**config.mk**
```make
export PLATFORM = sky130hd
export DESIGN_NAME = arbiter_priority_4
export DESIGN_NICKNAME = d
export VERILOG_FILES = /design/src/rtl/arbiter_priority_4.sv
export SDC_FILE = /design/constraint.sdc
export NUM_CORES = 1
export LEC_CHECK = 0
export BUFFER_PORTS_ARGS = -buffer_cell sky130_fd_sc_hd__buf_2
export CAP_MARGIN = 10
export CORE_MARGIN = 3
export CORE_UTILIZATION = 55
export DETAILED_ROUTE_END_ITERATION = 7
export GPL_ROUTABILITY_DRIVEN = 0
export GPL_TIMING_DRIVEN = 0
export MAX_ROUTING_LAYER = met4
export PLACE_DENSITY_LB_ADDON = 0.12
export SKIP_CTS_REPAIR_TIMING = 1
export SLEW_MARGIN = 40
export SYNTH_ARGS = -nofsm -noshare
export SYNTH_HDL_FRONTEND = slang
export SYNTH_SLANG_ARGS = --single-unit
```
**constraint.sdc**
```tcl
create_clock -name Clock_In -period 2 [get_ports Clock_In]
set_input_delay 0.1 -clock Clock_In [delete_from_list [all_inputs] [get_ports Clock_In]]
set_output_delay 0.1 -clock Clock_In [all_outputs]
set_load 0.01 [all_outputs]
```
**src/rtl/arbiter_priority_4.sv**
```systemverilog
// rtl/arbiter_priority_4.sv - four-requester fixed/round-robin arbiter with hold-time limit
// Grants are registered; a timed-out owner sits out exactly one arbitration.
module arbiter_priority_4 #(
  parameter int HOLD_MAX    = 8,
  parameter int COUNT_WIDTH = 4
) (
  input  logic       Clock_In,
  input  logic       Reset_In,
  input  logic [3:0] Request_In,
  input  logic       Mode_In,
  output logic [3:0] Grant_Out,
  output logic [1:0] Grant_Index_Out,
  output logic       Grant_Valid_Out,
  output logic       Timeout_Out
);

  typedef enum logic {IDLE, GRANT} state_t;

  localparam logic [COUNT_WIDTH-1:0] HOLD_MAX_C = COUNT_WIDTH'(HOLD_MAX);
  localparam logic [COUNT_WIDTH-1:0] CNT_MAX    = '1;

  state_t                 state_q, state_d;
  logic [3:0]             grant_q, grant_d;
  logic [1:0]             index_q, index_d;
  logic                   timeout_q, timeout_d;
  logic [1:0]             last_q, last_d;
  logic [3:0]             mask_q, mask_d;
  logic [COUNT_WIDTH-1:0] cnt_q, cnt_d;

  logic [3:0] eligible;
  logic       win_found;
  logic [1:0] win_idx;
  logic [1:0] cand;

  always_ff @(posedge Clock_In or posedge Reset_In) begin
    if (Reset_In) begin
      state_q   <= IDLE;
      grant_q   <= 4'b0000;
      index_q   <= 2'd0;
      timeout_q <= 1'b0;
      last_q    <= 2'd3;
      mask_q    <= 4'b0000;
      cnt_q     <= '0;
    end else begin
      state_q   <= state_d;
      grant_q   <= grant_d;
      index_q   <= index_d;
      timeout_q <= timeout_d;
      last_q    <= last_d;
      mask_q    <= mask_d;
      cnt_q     <= cnt_d;
    end
  end

  always_comb begin
    eligible  = Request_In & ~mask_q;
    win_found = 1'b0;
    win_idx   = 2'd0;
    cand      = 2'd0;
    if (!Mode_In) begin
      // ascending scan: the highest set index is assigned last and wins
      for (int i = 0; i < 4; i++) begin
        if (eligible[i]) begin
          win_found = 1'b1;
          win_idx   = 2'(i);
        end
      end
    end else begin
      // descending offset scan: offset 1 after the last owner is assigned last and wins
      for (int i = 4; i >= 1; i--) begin
        cand = last_q + 2'(i);
        if (eligible[cand]) begin
          win_found = 1'b1;
          win_idx   = cand;
        end
      end
    end

    state_d   = state_q;
    grant_d   = grant_q;
    index_d   = index_q;
    timeout_d = 1'b0;
    last_d    = last_q;
    mask_d    = mask_q;
    cnt_d     = cnt_q;

    case (state_q)
      IDLE: begin
        mask_d  = 4'b0000;
        grant_d = 4'b0000;
        index_d = 2'd0;
        if (win_found) begin
          state_d = GRANT;
          grant_d = 4'b0001 << win_idx;
          index_d = win_idx;
          last_d  = win_idx;
          cnt_d   = COUNT_WIDTH'(1);
        end
      end
      GRANT: begin
        if (!Request_In[index_q]) begin
          state_d = IDLE;
          grant_d = 4'b0000;
          index_d = 2'd0;
          cnt_d   = '0;
        end else if ((HOLD_MAX != 0) && (cnt_q == HOLD_MAX_C)) begin
          state_d   = IDLE;
          grant_d   = 4'b0000;
          index_d   = 2'd0;
          cnt_d     = '0;
          timeout_d = 1'b1;
          mask_d    = grant_q;
        end else if (cnt_q != CNT_MAX) begin
          cnt_d = cnt_q + COUNT_WIDTH'(1);
        end
      end
      default: begin
        state_d = IDLE;
        grant_d = 4'b0000;
        index_d = 2'd0;
      end
    endcase
  end

  always_comb begin
    Grant_Out       = grant_q;
    Grant_Index_Out = index_q;
    Grant_Valid_Out = |grant_q;
    Timeout_Out     = timeout_q;
  end

endmodule
```
# Yosys cells after proc, flatten, opt, wreduce, memory -nomap -nowiden
# Cells that the tools add are included.
[op_classes]
n_shift = 1
muxes = 50
n_eq_ne = 7
n_bitwise = 3
add_sub_neg = 4
magnitude_cmp = 5
reduce_logical = 4
[ops]
columns = ["operator", "n"]
rows = [
  ["two-way mux 4 bit", 9],
  ["case mux 4 bit (2 select lines)", 3],
  ["two-way mux 1 bit", 21],
  ["two-way mux 2 bit", 10],
  ["< comparator 2 x 3 -> 1 bit (second input constant)", 5],
  ["binary-select mux 1 bit (select 2 bit)", 5],
  ["AND reduction 2 bit", 3],
  ["adder 2 bit (second input constant)", 2],
  ["adder 4 x 1 -> 4 bit (second input constant)", 1],
  ["bitwise AND 4 bit", 1],
  ["== test 4 bit (second input constant)", 1],
  ["!= test 2 x 1 -> 1 bit (second input constant)", 2],
  ["!= test 4 x 2 -> 1 bit (second input constant)", 1],
  ["!= test 4 bit (second input constant)", 1],
  ["NOT 4 bit", 1],
  ["case mux 2 bit (2 select lines)", 1],
  ["OR reduction 4 bit", 1],
  ["<< shifter 1 x 2 -> 4 bit (first input constant)", 1],
  ["!= test 3 x 2 -> 1 bit (second input constant)", 1],
  ["adder 2 x 1 -> 2 bit (second input constant)", 1],
  ["!= test 2 bit (second input constant)", 1],
  ["case mux 1 bit (2 select lines)", 1],
  ["NOT 1 bit", 1],
]
[totals]
elab_cells = 81
register_bits = 18
inputBits = 7

# Depth between registers and ports, before layout
# Gate-level depths: netlist of the first run.
[depth]
word_depth = 12
depth_mapped = 8

# Worst setup path after synthesis of the first run
# Ideal clock, no wire load.
[synth_path]
path_type = "register to register"
startpoint = "reg index_q[0] (netlist: Grant_Index_Out[0])"
endpoint = "reg grant_q[2] (netlist: Grant_Out[2])"
stages_incl_launch_ff = 5
n_path_buf = 1
setup_time_ns = 0.121
setup_slack_ns = 0.365
t_required_ns = 1.879
arrival_ns = 1.514
period_less_slack_ns = 1.635
cell_sequence = "dfrtp_1 -> mux4_2 -> and3_1 -> buf_2 -> a22o_1"
[synth_via]
elab_chain_cells = 4
elab_cells_between_ends = 5
[synth_rtl]
columns = ["element", "line", "source"]
rows = [
  ["start: declaration", "24", "logic [1:0] index_q, index_d;"],
  ["start signal: assignment", "47", "index_q <= index_d;"],
  ["binary-select mux 1 bit (select 2 bit) *", "101", "if (!Request_In[index_q]) begin"],
  ["two-way mux 1 bit (not written as such) *", "101", ""],
  ["two-way mux 4 bit", "101", ""],
  ["case mux 4 bit (2 select lines)", "87", "case (state_q)"],
  ["end signal: assignment", "46", "grant_q <= grant_d;"],
  ["end: declaration", "23", "logic [3:0] grant_q, grant_d;"],
]
# Mark *: on every way between the ends. The rest lies on a longest branch, timed or not. The select of a mux whose other input is x is not followed.
# A chain may end at the register's enable or synchronous reset.

# Final worst setup path of the first run
[layout_path]
startpoint = "reg mask_q[2]"
endpoint = "reg grant_q[0] (netlist: Grant_Out[0])"
[layout_via]
elab_chain_cells = 12
elab_cells_between_ends = 27
[layout_rtl]
columns = ["element", "line", "source"]
rows = [
  ["start: declaration", "27", "logic [3:0] mask_q, mask_d;"],
  ["start signal: assignment", "50", "mask_q <= mask_d;"],
  ["NOT 4 bit *", "56", "eligible = Request_In & ~mask_q;"],
  ["bitwise AND 4 bit *", "56", ""],
  ["binary-select mux 1 bit (select 2 bit)", "72", "if (eligible[cand]) begin"],
  ["two-way mux 1 bit (not written as such)", "72", ""],
  ["two-way mux 2 bit (4 in a row)", "72", ""],
  ["two-way mux 2 bit", "60", "if (!Mode_In) begin"],
  ["<< shifter 1 x 2 -> 4 bit", "94", "grant_d = 4'b0001 << win_idx;"],
  ["two-way mux 4 bit *", "92", "if (win_found) begin"],
  ["case mux 4 bit (2 select lines) *", "87", ""],
]
# Marks and branches as above.

==> results of run 1 <==
## kinds of logic after synthesis
family,share of synthesized area (%)
AND/OR/NAND/NOR,27.8
AO/OA/AOI/OAI,15.8
flip-flops,44.1
buffers and inverters,3.78
multiplexers,6.09
adder cells (fa/ha/maj),2.44
## cell usage after synthesis (2+ instances only)
library cell | number | area, sq um
sky130_fd_sc_hd__and2b_1 | 2 | 15.0
sky130_fd_sc_hd__nand4_1 | 3 | 18.8
sky130_fd_sc_hd__inv_1 | 5 | 18.8
sky130_fd_sc_hd__nand2_1 | 18 | 67.6
sky130_fd_sc_hd__nor2_1 | 12 | 45.0
sky130_fd_sc_hd__nand3_1 | 4 | 20.0
sky130_fd_sc_hd__ha_1 | 2 | 25.0
sky130_fd_sc_hd__nand2b_1 | 3 | 18.8
sky130_fd_sc_hd__a21oi_1 | 7 | 35.0
sky130_fd_sc_hd__mux2i_1 | 4 | 40.0
sky130_fd_sc_hd__a22o_1 | 2 | 17.5
sky130_fd_sc_hd__a21o_1 | 2 | 15.0
sky130_fd_sc_hd__dfrtp_1 | 16 | 400
sky130_fd_sc_hd__o21ai_0 | 11 | 55.1
sky130_fd_sc_hd__dfstp_2 | 2 | 52.6
sky130_fd_sc_hd__a31oi_1 | 2 | 12.5
## area by class of cell
cell class | instances | area, sq um | area share, %
Multi-Input combinational cell | 87 | 536 | 45.6
Clock buffer | 4 | 36.3 | 3.09
Sequential cell | 18 | 453 | 38.6
Timing Repair Buffer | 15 | 80.1 | 6.82
Buffer | 3 | 20.0 | 1.71
Inverter | 5 | 18.8 | 1.60
Tap cell | 24 | 30.0 | 2.56
## sequential cells by signal, summed over array words and instances, names as in the netlist
| signal | cells |
|---|---|
| last_q | 2 |
| Grant_Out | 4 |
| Grant_Index_Out | 2 |
| state_q | 1 |
| cnt_q | 4 |
| Timeout_Out | 1 |
| mask_q | 4 |
## layer usage
layer | wire length [um] | share of wire, % | vias up
met1 | 917 | 43 | 426
met3 | 159 | 7.4 | 2
li1 | - | - | 434
met4 | 10 | 0.47 | 0
met2 | 1060 | 49 | 33
met5 | 0 | 0 | -
## power by group
group | internal, mW | switching [mW] | total (mW)
Sequential | 0.484 | 0.111 | 0.595
Clock | 0.111 | 0.114 | 0.224
Combinational | 0.266 | 0.385 | 0.651
## through the flow
stage | worst slack (ns) | util [%] | std cells | hold slack, ns | instance area, sq um
2_1_floorplan | 0.365 | - | 113 | 0.0371 | 1030
3_3_place_gp | 0.300 | 69.2 | 151 | 0.211 | 1130
3_5_place_dp | 0.290 | 69.2 | 151 | 0.227 | 1130
4_1_cts | 0.258 | 71.4 | 155 | -0.105 | 1160
5_1_grt | 0.148 | 72.0 | 156 | 0.189 | 1170
6_report | 0.257 | 72.0 | 156 | 0.189 | 1170
## worst min-delay path by stage
stage                         from                              to  slack [ns]  cells past startpoint
after detailed placement  Reset_In           mask_q[1]$_DFFE_PP0P_        0.23                      2
after floorplan           Reset_In  Grant_Index_Out[0]$_DFFE_PP0P_        0.04                      1
final                      Mode_In           last_q[1]$_DFFE_PP1P_        0.19                      4
after global placement    Reset_In           mask_q[1]$_DFFE_PP0P_        0.21                      2
after CTS                 Reset_In  Grant_Index_Out[1]$_DFFE_PP0P_       -0.10                      2
after global routing       Mode_In           last_q[1]$_DFFE_PP1P_        0.19                      4
## worst max-delay path, delay by kind of cell, from the launching register on
kind	cells	cell delay, ns
flops	1	0.41
simple gates	4	0.87
compound gates	2	0.41
==> metrics list, run 1 <==
- Filler cell count in the final layout: between 100 and 150
* Pwr Density: roughly 1300 mW/mm^2
* Final Hold Fails: 0
* Dominant register cell in the synthesized netlist: sky130_fd_sc_hd__dfrtp_1
* RSZ-0062 raised after global routing: false
- Most common library cell in the layout ignoring fill and taps: sky130_fd_sc_hd__nand2_1
- Measured along the y axis, the die boundary spans between 40 and 50 um.
* Total overflow reported by the global router: 0
- The most critical setup path has its endpoint at Grant_Out[0]$_DFFE_PP0P_.
- Pin slew with the least headroom to its limit: approximately 0.66 ns
* Final Routed Wirelength: ~2100 um
- Status: complete, no violations
* Worst-skew pair later-pin latency: around 0.29 ns
- The floorplan has 14 rows.
- Sum of negative setup slack: 0 ns
- Die outline width: between 40 and 50 um
- The via count of the first global-routing pass is 802.
- Combined global-route utilization of all metal layers: between 10% and 20%
- At the worst endpoint, the arrival time is approximately 2.0 ns.
* Relative area change from synthesis to final layout: 14.3%
- Drt initial violations: 55
- Number of violations of the max-capacitance limit: 0
* Quantity of I/O buffers inserted on ports: 14
* Slowest CP cell: sky130_fd_sc_hd__dfrtp_1
* Per-instance average area after synthesis: 9.09 sq um
- Full die area: 0.00242 sq mm
- Met2 usage in global routing: between 30% and 40%
- Clock-pin slew was measured on the worst setup and hold paths at between 0.1 and 0.15 ns.
* Placed wire-length estimate: 1610 um
- Routing usage on met1: about 25%
- The worst path needs between 1.5 and 2 ns of the cycle, external delays included.
- Critical R2R Launch: mask_q[2]$_DFFE_PP0P_
* Post-DR wirelength/cell: approximately 14 um
- Mapped Area: between 0.001 and 0.0015 sq mm
- Antenna diode instance count: 0
* Cells traversed along the worst timing path: nand2b_4 -> or3_1 -> a21o_1 -> and3_4 -> nor3_4 -> a22o_1
* Slew Viols, Final: 0
- The library cells used most frequently in the layout, excluding fill and tap cells, are sky130_fd_sc_hd__nand2_1 (18), sky130_fd_sc_hd__dfrtp_1 (16), sky130_fd_sc_hd__buf_2 (15).
* Routing layer with the top usage in global route: met2
- In the final design database the tool counted 142 nets.
- Count of flip-flops with a built-in enable after synthesis: 0
* Via count: between 800 and 900
* R2R setup slack: between 0.2 and 0.3 ns
- Entering global routing, the biggest net connects 19 pins.
- Met3 track utilization from global routing: 3.67%
- DRT Pass-1 Iters: 4
- The critical path starts at mask_q[2]$_DFFE_PP0P_.
* Number of flip-flops and latches in the synthesized netlist: 18
- The worst setup path is captured at a flop.
* Num Clock Sinks: 18
- R2r endpoint: Grant_Out[0]$_DFFE_PP0P_
* Buffer levels on the longest clock path: 2
- The first global-routing pass estimated approximately 3600 um of wire.
- The region available for standard cell placement spans 0.00163 sq mm.
- Worst-case clock skew: ~0.0039 ns
* Worst min-delay path class: input port to flop
- The number of antenna violations at the first check in global routing came to 0.
- Counting distinct cell types in the post-synthesis netlist gives 34.
- Power consumption: 1.47 mW
- Peak supply drop: 0.946 mV
- Level count of the clock H-tree: 1
- Type of the setup path with the least slack: flop to flop
- In this run the clock root is driven by a sky130_fd_sc_hd__clkbuf_4.
* Count of boundary I/O pins: 15
- Delay of the slowest cell on the worst path: between 0.4 and 0.5 ns
* Yosys warning total: 0
* Effective utilization at floorplan: between 60% and 70%
* Number of failing setup endpoints in the final timing report: 0
- Number of instances in the synthesized netlist: ~110
* Maximum fanout along the worst path: 6
- Worst-case reg-to-reg path depth: 6
- Data required time at the worst endpoint: between 2 and 2.5 ns
- Number of vias per cell: around 5.7
- Fraction of the yosys area taken by sequential cells: ~44%
- In this run the tightest slew margin relative to its limit is a little under three fifths.
- Final worst path period share: 87.1%
* Launching element type of the critical path: flop
- Max Fclk: around 0.57 GHz
- Share of layout cells above drive strength 1: about 22%
- Buffers inserted during clock tree synthesis total 3.
- In this run the static leakage power is roughly 0.59 nW.
- TritonCTS built the clock tree.
- Of all flip-flops after synthesis, the portion carrying an async set or reset was 100%.
- Residual antenna-violating net count after detailed routing: 0
- Syn_nets: 122
- Drc violations: 0
No activity file was read; power rests on OpenSTA's default activity.
==> run 2, diff against run 1 <==
--- a/config.mk
+++ b/config.mk
@@ -7,8 +7,9 @@
 export LEC_CHECK = 0
 export BUFFER_PORTS_ARGS = -buffer_cell sky130_fd_sc_hd__buf_2
 export CAP_MARGIN = 10
-export CORE_MARGIN = 3
+export CORE_MARGIN = 2
 export CORE_UTILIZATION = 55
+export CTS_BUF_LIST = sky130_fd_sc_hd__clkbuf_16
 export DETAILED_ROUTE_END_ITERATION = 7
 export GPL_ROUTABILITY_DRIVEN = 0
 export GPL_TIMING_DRIVEN = 0
==> metrics list, run 2 (same netlist as run 1, synthesis figures left out) <==
- The count of unresolved DRC violations after routing was 0 (unchanged).
- The final core utilization came to 69.2% (-2.9 points).
- R2R setup slack: 0.28 ns (+0.03 ns)
- DRT Pass-1 Iters: 4 (unchanged)
- The wire length of the first global-routing pass was 3570 um (-0.94%).
- Count of boundary I/O pins: 15 (unchanged)
* Root Driver: sky130_fd_sc_hd__clkbuf_16
- Number of placement rows: 15 (+1)
* Critical Path End Type: flop
- The total length of routed wires is 2140 um (-0.28%).
* Worst-case headroom to the max-slew limit: 54.7% (-1.4 points)
- Startpoint of the worst setup timing path: last_q[0]$_DFFE_PP1P_
- Worst-skew pair later-pin latency: 0.25 ns (-0.04 ns)
* Slowest CP cell: sky130_fd_sc_hd__dfstp_2
* Number of failing setup endpoints in the final timing report: 0 (unchanged)
- Commonest cells after routing, fill and taps aside: sky130_fd_sc_hd__nand2_1 (18), sky130_fd_sc_hd__dfrtp_1 (16), sky130_fd_sc_hd__buf_2 (15)
* Worst-case reg-to-reg path depth: 6 (unchanged)
* CP bufs+invs: 1 (+1)
- Post-DR wirelength/cell: 13.7 um (-0.28%)
* Failing checks: negative hold slack
* Level count of the clock H-tree: 1 (unchanged)
* Filler cell count in the final layout: 146 (+14%)
- The count of max-cap constraint violations came to 0 (unchanged).
- Final Hold Fails: 16 (+16)
- The floorplan die height is 47.2 um (-4.1%).
* Pin slew with the least headroom to its limit: 0.679 ns (+0.0214 ns)
- The deepest clock path buffer count is 2 (unchanged).
- Final Net Count: 141 (-0.70%)
* Cells traversed along the worst timing path: buf_6 -> or3_1 -> a21o_1 -> and3_4 -> nor3_4 -> o21ai_0
* Total overflow reported by the global router: 0 (unchanged)
- The share of layout cells above drive strength 1 was 21.4% (-0.60 points).
- TritonCTS built the clock tree.
- The number of nets still failing antenna checks after routing is 0 (unchanged).
* RSZ-0062 raised after global routing: false
- The logic depth of the worst setup path including buffers was 6 (unchanged).
- Type of the setup path with the least slack: flop to flop
* Worst min-delay path class: input port to async pin
- The average via count per standard cell was 5.76 (+0.34%).
- The detailed-route via count is 898 (+0.34%).
* Area of the core: 0.00175 sq mm (+7.1%)
* Worst-case clock skew: 0.00241 ns (-0.00150 ns)
- Combined global-route utilization of all metal layers: 24.4% (+4.5 points)
- Maximum fanout along the worst path: 9 (+3)
* Antenna diode instance count: 0 (unchanged)
- Peak supply drop: 0.921 mV (-2.7%)
* Vias in the first global route: 810 (+1.0%)
- The count of input and output buffers came to 14 (unchanged).
- The highest cell delay on the worst timing path was 0.36 ns (-0.05 ns).
* Antenna violations before repair: 0 (unchanged)
* Final worst path period share: 85.8% (-1.3 points)
* Leakage power summed over all cells: 0.608 nW (+2.2%)
* R2r endpoint: Grant_Out[3]$_DFFE_PP0P_
- STA classifies the critical path startpoint as a flop.
- Clk slew on worst S/H paths: 0.05 ns (-0.06 ns)
- The DRC violation total after the first TritonRoute iteration came to 18 (-67%).
- Full die area: 0.00223 sq mm (-8.0%)
- The summed negative setup slack over all endpoints came to 0 ns (unchanged).
- The worst-case hold slack was -0.0555 ns (-0.245 ns).
* Status: finished with violations
* Critical Path End: Grant_Out[3]$_DFFE_PP0P_
- Data required time at the worst endpoint: 2.12 ns (-0.11 ns)
* Slew Viols, Final: 0 (unchanged)
- The die extent in x was 47.2 um (-4.1%).
- From synthesis to final layout, the design area changed by 17.5%.
- Broken down by cell family, the worst path's largest delay share belongs to simple AND/OR/NAND/NOR gates.
- Critical R2R Launch: last_q[0]$_DFFE_PP1P_
- Num Clock Sinks: 18 (unchanged)
* Final period demand of the worst path: 1.72 ns (-0.0267 ns)
* Placed wire-length estimate: 1560 um (-3.2%)
- The library cell used most frequently in the layout, excluding fill and tap cells, is sky130_fd_sc_hd__nand2_1.
- The maximum number of pins on one net before global-route repair is 19 (unchanged).
- Max Fclk: 0.583 GHz (+1.6%)
- The number of buffers added by the clock tree synthesis step was 3 (unchanged).
- Arrival time worst endpoint: 1.84 ns (-0.13 ns)
- Effective utilization at floorplan: 58.9% (-4.2 points)
- The power per cell area was 1360 mW/mm^2 (+8.8%).
run 2: cell count changes in the layout (fill, tap and decap cells not counted), sizes merged:
| cell | previous run | this run |
|---|---|---|
| clkbuf | 5 | 4 |
| clkinv | 0 | 1 |
| dlygate4sd3 | 1 | 0 |
run 2: worst register-to-register path: stages (launching register included):
cell	delay, ns
sky130_fd_sc_hd__dfstp_2	0.36
sky130_fd_sc_hd__buf_6	0.12
sky130_fd_sc_hd__or3_1	0.36
sky130_fd_sc_hd__a21o_1	0.21
sky130_fd_sc_hd__and3_4	0.16
sky130_fd_sc_hd__nor3_4	0.24
sky130_fd_sc_hd__o21ai_0	0.14
run 2: per-layer routing:
| metal | global-route usage (%) | routed length [um] | share of wire, % | vias to the layer above |
|---|---|---|---|---|
| met5 | - | 0 | 0 | - |
| met3 | 3.85 | 102 | 4.8 | 6 |
| met1 | 32.1 | 935 | 44 | 432 |
| met4 | 14.4 | 68 | 3.2 | 0 |
| met2 | 35.3 | 1030 | 48 | 26 |
| li1 | - | - | - | 434 |
run 2: how the worst min path moves through the flow:
stage,start,cells past startpoint,endpoint
after global placement,Reset_In,2,Grant_Out[0]$_DFFE_PP0P_
after detailed placement,Reset_In,2,Grant_Out[0]$_DFFE_PP0P_
final,Reset_In,2,Grant_Out[0]$_DFFE_PP0P_
after global routing,Reset_In,2,mask_q[0]$_DFFE_PP0P_
after floorplan,Reset_In,1,Grant_Index_Out[0]$_DFFE_PP0P_
after CTS,Reset_In,2,Grant_Out[0]$_DFFE_PP0P_
run 2: stage by stage:
stage          cell area [sq um]  hold WS, ns  cells  power [mW]  setup slack, ns
2_1_floorplan               1030       0.0371    113        1.04            0.365
3_3_place_gp                1130        0.216    152        1.23            0.287
3_5_place_dp                1130        0.230    152        1.25            0.291
4_1_cts                     1210      -0.0389    156        1.66            0.280
5_1_grt                     1210       0.0256    156        1.77            0.149
6_report                    1210      -0.0555    156        1.65            0.284
run 2: area by class of cell:
| class | count | area [sq um] | share of cell area [%] |
|---|---|---|---|
| buffer | 3 | 20.0 | 1.66 |
| tap | 25 | 31.3 | 2.59 |
| clock inverter | 1 | 3.75 | 0.311 |
| clock buffer | 3 | 75.1 | 6.22 |
| multi-input combinational | 87 | 536 | 44.4 |
| timing repair buffer | 14 | 70.1 | 5.80 |
| inverter | 5 | 18.8 | 1.55 |
| sequential | 18 | 453 | 37.5 |
run 2: where the power goes:
group / internal (mW) / switching (mW) / leakage (nW)
logic: 0.266 / 0.390 / 0.336
clock network: 0.266 / 0.132 / 0.0385
registers: 0.486 / 0.106 / 0.234
total: 1.02 / 0.628 / 0.608
